**config.mk**
```make
export PLATFORM = sky130hd
export DESIGN_NAME = crc_frame_rx_ctrl
export DESIGN_NICKNAME = d
export VERILOG_FILES = /design/src/rtl/crc_frame_rx_ctrl.sv
export SDC_FILE = /design/constraint.sdc
export NUM_CORES = 1
export LEC_CHECK = 0
export BUFFER_PORTS_ARGS = -buffer_cell sky130_fd_sc_hd__buf_2
export CAP_MARGIN = 20
export CORE_MARGIN = 3
export CORE_UTILIZATION = 40
export DETAILED_ROUTE_END_ITERATION = 6
export PLACE_DENSITY = 0.71
export SLEW_MARGIN = 20
export SYNTH_ARGS = -nofsm -noshare
export SYNTH_HDL_FRONTEND = slang
export SYNTH_SLANG_ARGS = --single-unit
```
**constraint.sdc**
```tcl
create_clock -name clk -period 5.95 [get_ports clk]
set_clock_uncertainty 0.1 [all_clocks]
set_input_delay 0.2975 -clock clk [delete_from_list [all_inputs] [get_ports clk]]
set_output_delay 0.2975 -clock clk [all_outputs]
set_load 0.005 [all_outputs]
```
**src/rtl/crc_frame_rx_ctrl.sv**
```systemverilog
// Receive-side frame controller for LEN/PAYLOAD/CRC_LO/CRC_HI frames around a shared CRC-16/MODBUS engine.
// Optional macro FRAME_TIMEOUT_EN adds an inter-byte timeout that aborts a frame with error code 3.
module crc_frame_rx_ctrl #(
    parameter int MAX_LEN = 64,
    parameter int TIMEOUT = 50000,
    parameter int TO_W    = 16
) (
    input  logic        clk,
    input  logic        rst,
    input  logic [7:0]  rx_data,
    input  logic        rx_valid,
    input  logic [15:0] crc_in,
    output logic        crc_en,
    output logic        crc_clr,
    output logic [7:0]  crc_data,
    output logic [7:0]  pay_data,
    output logic        pay_valid,
    output logic        pay_last,
    output logic        frame_done,
    output logic        frame_ok,
    output logic [1:0]  frame_err,
    output logic        rx_drop,
    output logic        busy
);
    localparam logic [7:0] MAX_LEN_C = 8'(MAX_LEN);

    typedef enum logic [2:0] {
        ST_IDLE   = 3'd0,
        ST_DATA   = 3'd1,
        ST_CRC_LO = 3'd2,
        ST_CRC_HI = 3'd3,
        ST_CHECK  = 3'd4,
        ST_CLEAR  = 3'd5
    } state_t;

    state_t     state_r, state_s;
    logic [7:0] rem_r, rem_s;
    logic [7:0] crc_lo_r, crc_lo_s;
    logic [7:0] crc_hi_r, crc_hi_s;
    logic [7:0] data_r, data_s;
    logic       stb_r, stb_s;
    logic       last_r, last_s;
    logic       clr_r, clr_s;
    logic       done_r, done_s;
    logic       ok_r, ok_s;
    logic [1:0] err_r, err_s;
    logic       drop_r, drop_s;
    logic       busy_r, busy_s;
    logic       to_hit_s;

`ifdef FRAME_TIMEOUT_EN
    localparam logic [TO_W-1:0] TO_LAST_C = TO_W'(TIMEOUT - 1);

    logic [TO_W-1:0] to_cnt_r, to_cnt_s;
    logic            timed_s;

    assign timed_s = (state_r == ST_DATA) || (state_r == ST_CRC_LO) || (state_r == ST_CRC_HI);

    // Inter-byte silence counter; any accepted byte or a non-waiting state clears it
    always_comb begin
        to_cnt_s = TO_W'(0);
        to_hit_s = 1'b0;
        if (timed_s && !rx_valid) begin
            if (to_cnt_r == TO_LAST_C) begin
                to_hit_s = 1'b1;
            end else begin
                to_cnt_s = to_cnt_r + TO_W'(1);
            end
        end else begin
            to_cnt_s = TO_W'(0);
        end
    end

    // Silence counter register
    always_ff @(posedge clk) begin
        if (!rst) begin
            to_cnt_r <= TO_W'(0);
        end else begin
            to_cnt_r <= to_cnt_s;
        end
    end
`else
    logic [TO_W-1:0] to_unused_s;
    assign to_unused_s = TO_W'(TIMEOUT);
    assign to_hit_s    = 1'b0;
`endif

    // Next-state and next-output decode; every output is registered below
    always_comb begin
        state_s  = state_r;
        rem_s    = rem_r;
        crc_lo_s = crc_lo_r;
        crc_hi_s = crc_hi_r;
        data_s   = data_r;
        stb_s    = 1'b0;
        last_s   = 1'b0;
        clr_s    = 1'b0;
        done_s   = 1'b0;
        ok_s     = 1'b0;
        err_s    = 2'd0;
        drop_s   = 1'b0;
        case (state_r)
            ST_IDLE: begin
                if (!rx_valid) begin
                    state_s = ST_IDLE;
                end else if (rx_data > MAX_LEN_C) begin
                    done_s  = 1'b1;
                    err_s   = 2'd2;
                    state_s = ST_CLEAR;
                end else if (rx_data == 8'd0) begin
                    state_s = ST_CRC_LO;
                end else begin
                    rem_s   = rx_data;
                    state_s = ST_DATA;
                end
            end
            ST_DATA: begin
                if (rx_valid) begin
                    stb_s  = 1'b1;
                    data_s = rx_data;
                    rem_s  = rem_r - 8'd1;
                    if (rem_r == 8'd1) begin
                        last_s  = 1'b1;
                        state_s = ST_CRC_LO;
                    end else begin
                        state_s = ST_DATA;
                    end
                end else if (to_hit_s) begin
                    done_s  = 1'b1;
                    err_s   = 2'd3;
                    state_s = ST_CLEAR;
                end else begin
                    state_s = ST_DATA;
                end
            end
            ST_CRC_LO: begin
                if (rx_valid) begin
                    crc_lo_s = rx_data;
                    state_s  = ST_CRC_HI;
                end else if (to_hit_s) begin
                    done_s  = 1'b1;
                    err_s   = 2'd3;
                    state_s = ST_CLEAR;
                end else begin
                    state_s = ST_CRC_LO;
                end
            end
            ST_CRC_HI: begin
                if (rx_valid) begin
                    crc_hi_s = rx_data;
                    state_s  = ST_CHECK;
                end else if (to_hit_s) begin
                    done_s  = 1'b1;
                    err_s   = 2'd3;
                    state_s = ST_CLEAR;
                end else begin
                    state_s = ST_CRC_HI;
                end
            end
            ST_CHECK: begin
                done_s = 1'b1;
                drop_s = rx_valid;
                if ({crc_hi_r, crc_lo_r} == crc_in) begin
                    ok_s  = 1'b1;
                    err_s = 2'd0;
                end else begin
                    ok_s  = 1'b0;
                    err_s = 2'd1;
                end
                state_s = ST_CLEAR;
            end
            ST_CLEAR: begin
                clr_s   = 1'b1;
                drop_s  = rx_valid;
                state_s = ST_IDLE;
            end
            default: begin
                state_s = ST_IDLE;
            end
        endcase
        busy_s = (state_s != ST_IDLE);
    end

    // State, frame latches and output registers
    always_ff @(posedge clk) begin
        if (!rst) begin
            state_r  <= ST_IDLE;
            rem_r    <= 8'd0;
            crc_lo_r <= 8'd0;
            crc_hi_r <= 8'd0;
            data_r   <= 8'd0;
            stb_r    <= 1'b0;
            last_r   <= 1'b0;
            clr_r    <= 1'b0;
            done_r   <= 1'b0;
            ok_r     <= 1'b0;
            err_r    <= 2'd0;
            drop_r   <= 1'b0;
            busy_r   <= 1'b0;
        end else begin
            state_r  <= state_s;
            rem_r    <= rem_s;
            crc_lo_r <= crc_lo_s;
            crc_hi_r <= crc_hi_s;
            data_r   <= data_s;
            stb_r    <= stb_s;
            last_r   <= last_s;
            clr_r    <= clr_s;
            done_r   <= done_s;
            ok_r     <= ok_s;
            err_r    <= err_s;
            drop_r   <= drop_s;
            busy_r   <= busy_s;
        end
    end

    assign crc_en     = stb_r;
    assign pay_valid  = stb_r;
    assign crc_data   = data_r;
    assign pay_data   = data_r;
    assign pay_last   = last_r;
    assign crc_clr    = clr_r;
    assign frame_done = done_r;
    assign frame_ok   = ok_r;
    assign frame_err  = err_r;
    assign rx_drop    = drop_r;
    assign busy       = busy_r;
endmodule

```
* Yosys cells after proc, flatten, opt, wreduce, memory -nomap -nowiden *
Cells that the tools add are included.

operators by class
  $add $sub $neg = 1
  order comparisons = 1
  eq/ne operators = 11
  multiplexer cells = 24
  reductions and logical operators = 13

operators by type and width
  operator                                                                         number
  8-bit two-way mux                                                                4
  16-bit == test                                                                   1
  8-bit case mux with 2 select lines                                               1
  3-bit case mux with 5 select lines                                               1
  3-bit two-way mux                                                                4
  2-bit AND reduction                                                              6
  8-bit by 1-bit == test with 1-bit output, second input constant                  1
  8-bit by 7-bit greater-than comparator with 1-bit output, second input constant  1
  8-bit zero test                                                                  1
  1-bit two-way mux                                                                8
  2-bit two-way mux                                                                4
  2-bit inequality test, second input constant                                     4
  8-bit by 1-bit subtractor with 8-bit output, second input constant               1
  3-bit by 2-bit == test with 1-bit output, second input constant                  2
  3-bit == test, second input constant                                             2
  5-bit AND reduction                                                              1
  2-bit case mux with 2 select lines                                               1
  3-bit by 1-bit == test with 1-bit output, second input constant                  1
  3-bit zero test                                                                  1
  3-bit AND reduction                                                              1
  3-bit nonzero test                                                               1
  1-bit case mux with 2 select lines                                               1
  2-bit nonzero test                                                               1
  2-bit OR reduction                                                               1

storage, ports and cells
  register bits after elaboration = 44
  input bits = 27
  output and inout port bits = 26

* Logic depth before layout (Yosys ltp) *
  depth after elaboration = 6
  depth in mapped cells = 7
  mapped depth without buffers = 6

* Least setup slack after synthesis *
No wires, ideal clock.

  path kind = register -> register
  start point = reg rem_r[0]
  end point = reg rem_r[6]
  setup time = 0.129 ns
  arrival = 1.669 ns
  required time = 5.721 ns
  setup slack = 4.051 ns
  stages on the path, launching flop included = 7
  clock period less this slack = 1.899 ns
  cells stage by stage = dfxtp_1 > inv_1 > ha_1 > or4b_2 > o21a_1 > a211oi_1 > o32ai_1

on the way
  longest elaborated chain between the ends = 3

RTL lines
  item                                         RTL line  source
  from (decl)                                  37        logic [7:0] rem_r, rem_s;
  from (signal assigned)                       202       rem_r <= rem_s;
  8-bit by 1-bit subtractor with 8-bit output  121       rem_s = rem_r - 8'd1;
  8-bit two-way mux                            118       if (rx_valid) begin
  8-bit case mux with 2 select lines           102       case (state_r)

No other way between the ends. The select of a mux whose other input is x is not followed.
A chain may end at the register's enable or synchronous reset.

* Worst setup path in the final report *
  start point = reg state_r[1]
  end point = reg rem_r[7]

on the way
  longest elaborated chain between the ends = 3

RTL lines
  item                                                                                 RTL line  source
  from (decl)                                                                          36        state_t state_r, state_s;
  from (signal assigned)                                                               201       state_r <= state_s;
  3-bit by 1-bit == test with 1-bit output / 3-bit zero test (equally long branches)   102
  2-bit inequality test (no source line) / 2-bit nonzero test (equally long branches)  -
  5-bit AND reduction (no source line)                                                 -

Parallel ways exist; a longest one is shown, timed or not.

==> metrics.md <==
| Metric | Value |
|---|---|
| DP Cell Count | 370 |
| Area delta synth->final | 10.94% |
| Setup TNS | 0 ps |
| Number of I/O pins | 53 |
| Synth cell count leaders | 63 x nand2_1, 44 x dfxtp_1, 33 x a21oi_1 |
| CTS Hold Bufs | 0 |
| Avg Vias per Cell | ~5.3 |
| FP Rows | 26 |
| Worst slew pin tran | approximately 970 ps |
| Peak supply drop | between 0.1 and 0.15 mV |
| Max Slew Vio Count | 0 |
| CP peak stage delay | 490 ps |
| Vias in the first global route | 1,812 |
| Synth cell types | 48 |
| DRC Markers | 0 |
| Post-CTS setup buffers | 0 |
| Cells after Synth | 274 |
| PD cells | 264.6 nW/µm² |
| Sequential share of the synthesized area | 0.3909 |
| Critical path startpoint | state_r[1] |
| Outcome | finished, final reports clean |
| Reg power frac | 0.501 |
| Post-route ant nets | 0 |
| Die W | 81.06 µm |
| Die area | about 6600 µm² |
| Root buffer cell | clkbuf_8 |
| Syn nets | 303 |
| Peak Freq | ~0.46 GHz |
| Mean Syn Cell Area | 8.224 µm² |
| Via count | 1,983 |
| Worst r2r path cells | 4 |
| HPWL after detailed placement | roughly 3800 µm |
| RSZ-0062 raised after global routing | false |
| Switch share | 0.3141 |
| CTS tree | yes |
| Synth top area share | 0.3909 |
| FF-to-FF End | rem_r[7] |
| Combinational power share | 0.227 |
| Min-Delay Path Class | in2reg |
| Clock network fraction of design power | 0.271 |
| Period utilization | 0.3686 |
| Starting Density | 0.4276 |
| Total gr overflow | 0 |
| Leakage | around 0.95 nW |
| Max Cap Violations | 0 |
| Core ar. | 5270 µm² |
| Yosys warnings | 0 |
| Synth Flop Type | dfxtp_1 |
| Syn Std Cell Area | 2253 µm² |
| Tmin final | between 2000 and 2500 ps |
| Buf/Inv on CP | 0 |
| Flops & latches, synth | 44 |
| Delay-heaviest family, CP | compound AO/OA/AOI/OAI gates |
| Async S/R FF share, synth | 0 |
| Slowest CP cell | dfxtp_1 |
| CTS buffer count | 5 |
| Number of port buffers | 52 |
| Die H | between 80 and 90 µm |
| End of the critical path | rem_r[7] |
| Worst Path Required | 6000 ps |
| Clock-pin slew on the worst setup and hold paths | 80 ps |
| Top-count cell post-synth | nand2_1 |
| Net count of the finished layout | 336 |
| Clock Tree Buf Depth | 2 |
| # diodes | 0 |
| Total track usage | 0.1702 |
| Main area contributors after synthesis | dfxtp_1 39%, nand2_1 10%, a21oi_1 7.3% |
| Final setup fails | 0 |
| Number of gates resized after CTS | 0 |
| H-tree depth | 2 |
| Largest net degree at the start of global routing | 33 |
| Critical Path Stages | 4 |
| Final Hold Slack | 195.8 ps |
| P_sw | approximately 0.00021 W |
| Crit path cell chain | or3_1 -> a211oi_2 -> a21o_1 -> o32ai_1 |
| Worst-path maximum fanout | 17 |
| First-pass GRT wire length | between 8000 and 9000 µm |
| Clock sinks | 44 |
| Wirelength per Cell | about 14 µm |
| Worst skew pair latency | roughly 300 ps |
| RR Startpoint | state_r[1] |
| Slew margin rel. | 0.3505 |
| Post-synth EDFFs | 0 |
| Initial antenna violation count | 0 |
| Layout cells sized above 1 | 0.2182 |
| First-pass DRT Iterations | 4 |
| Type of the worst setup path | reg2reg |
| Reg-to-reg slack, setup | 3760 ps |
| Critical path endpoint category | flip-flop |
| Non-Filler Instances | 377 |
| Total Routed Length | 5351 µm |
| Internal | 0.0004536 W |
| 1st-iter DRT viols | 112 |
| Largest area contributor in the synthesized netlist | dfxtp_1 |
| Startpoint Class | flip-flop |
| Placer congestion estimate | roughly 0.85 |
| Final Hold Viols | 0 |
| Worst EP arrival | 2240 ps |
## per-layer routing
| metal | global-route usage | share of wire | up-vias | routed length (µm) |
|---|---|---|---|---|
| met5 | 0 | 0 | - | 0 |
| met1 | 0.2260 | 0.45 | 905 | 2419 |
| met4 | 0.06588 | 0.014 | 0 | 74 |
| met2 | 0.2685 | 0.48 | 52 | 2566 |
| met3 | 0.03769 | 0.054 | 6 | 291 |
| li1 | - | - | 1020 | - |
## worst min-delay path by stage
| stage | from | end | slack, ps | cells past startpoint |
|---|---|---|---|---|
| floorplan | rx_data[0] | crc_data[0] | 330 | 2 |
| detailed placement | rem_r[7] | rem_r[7] | 360 | 2 |
| finish | rx_data[6] | crc_lo_r[6] | 200 | 3 |
| global placement | rem_r[7] | rem_r[7] | 350 | 2 |
| CTS | rx_data[6] | crc_hi_r[6] | 190 | 3 |
| global route | rx_data[6] | crc_hi_r[6] | 190 | 3 |
## metrics by stage
stage | setup WS [ps] | util | power [W] | instance area (µm²)
after floorplan | 4051 | - | 0.0004537 | 2253
after global placement | 3831 | 0.4589 | 0.0004847 | 2419
after detailed placement | 3786 | 0.4589 | 0.0004872 | 2419
after CTS | 3789 | 0.4744 | 0.0006656 | 2500
after global routing | 3553 | 0.4744 | 0.0006987 | 2500
final | 3757 | 0.4744 | 0.0006614 | 2500
## area by class of cell
cell class / count / area, µm²
clock buffer: 5 / 68.82
clock inverter: 2 / 12.51
fill: 542 / 2770
inverter: 3 / 11.26
multi-input combinational: 201 / 1179
sequential: 44 / 880.8
tap: 70 / 87.58
timing repair buffer: 52 / 260.3
## state kept, by name, summed over array words and instances (netlist names)
signal,count
rem_r,8
frame_ok,1
rx_drop,1
state_r,3
pay_last,1
crc_data,8
crc_hi_r,8
crc_en,1
busy,1
frame_err,2
frame_done,1
crc_lo_r,8
crc_clr,1
## layout by cell type (no fill, tap or decap), types with 3 or more instances in the layout
cell type,Yosys,final
nor3b_1,4,4
nand4_1,5,5
a21oi_1,33,33
buf_2,1,52
and3_1,3,3
inv_1,3,3
o21ai_0,3,3
nand2_1,63,63
xnor2_1,16,16
dfxtp_1,44,44
o32ai_1,5,5
a31oi_1,3,3
clkbuf_8,0,5
nor3_1,5,5
nor4_1,6,6
nor2_1,15,15
a211oi_1,7,7
## worst min-delay path, cell delays in order
cell,delay (ps)
buf_2,140
nand2_1,60
a21oi_1,50
## kinds of logic (layout without fill, tap and decap cells)
logic type	Yosys count	after routing	synth area share
and+or+nand+nor	118	118	0.2615
AOI/OAI and AO/OA	63	63	0.1799
DFF	44	44	0.3909
buffers and inverters	29	62	0.08606
xor gates and xnor gates	17	17	0.06607
adders and majority gates	2	2	0.01110
muxes	1	1	0.004442
## power groups by stage
stage | Sequential [W] | Clock [W] | Combinational (W)
finish | 0.000332 | 0.000179 | 0.000150
global route | 0.000335 | 0.000196 | 0.000168
CTS | 0.000331 | 0.000185 | 0.000150
detailed placement | 0.000338 | 0 | 0.000149
global placement | 0.000338 | 0 | 0.000147
floorplan | 0.000329 | 0 | 0.000125
Power figures use the tool's default switching activity.
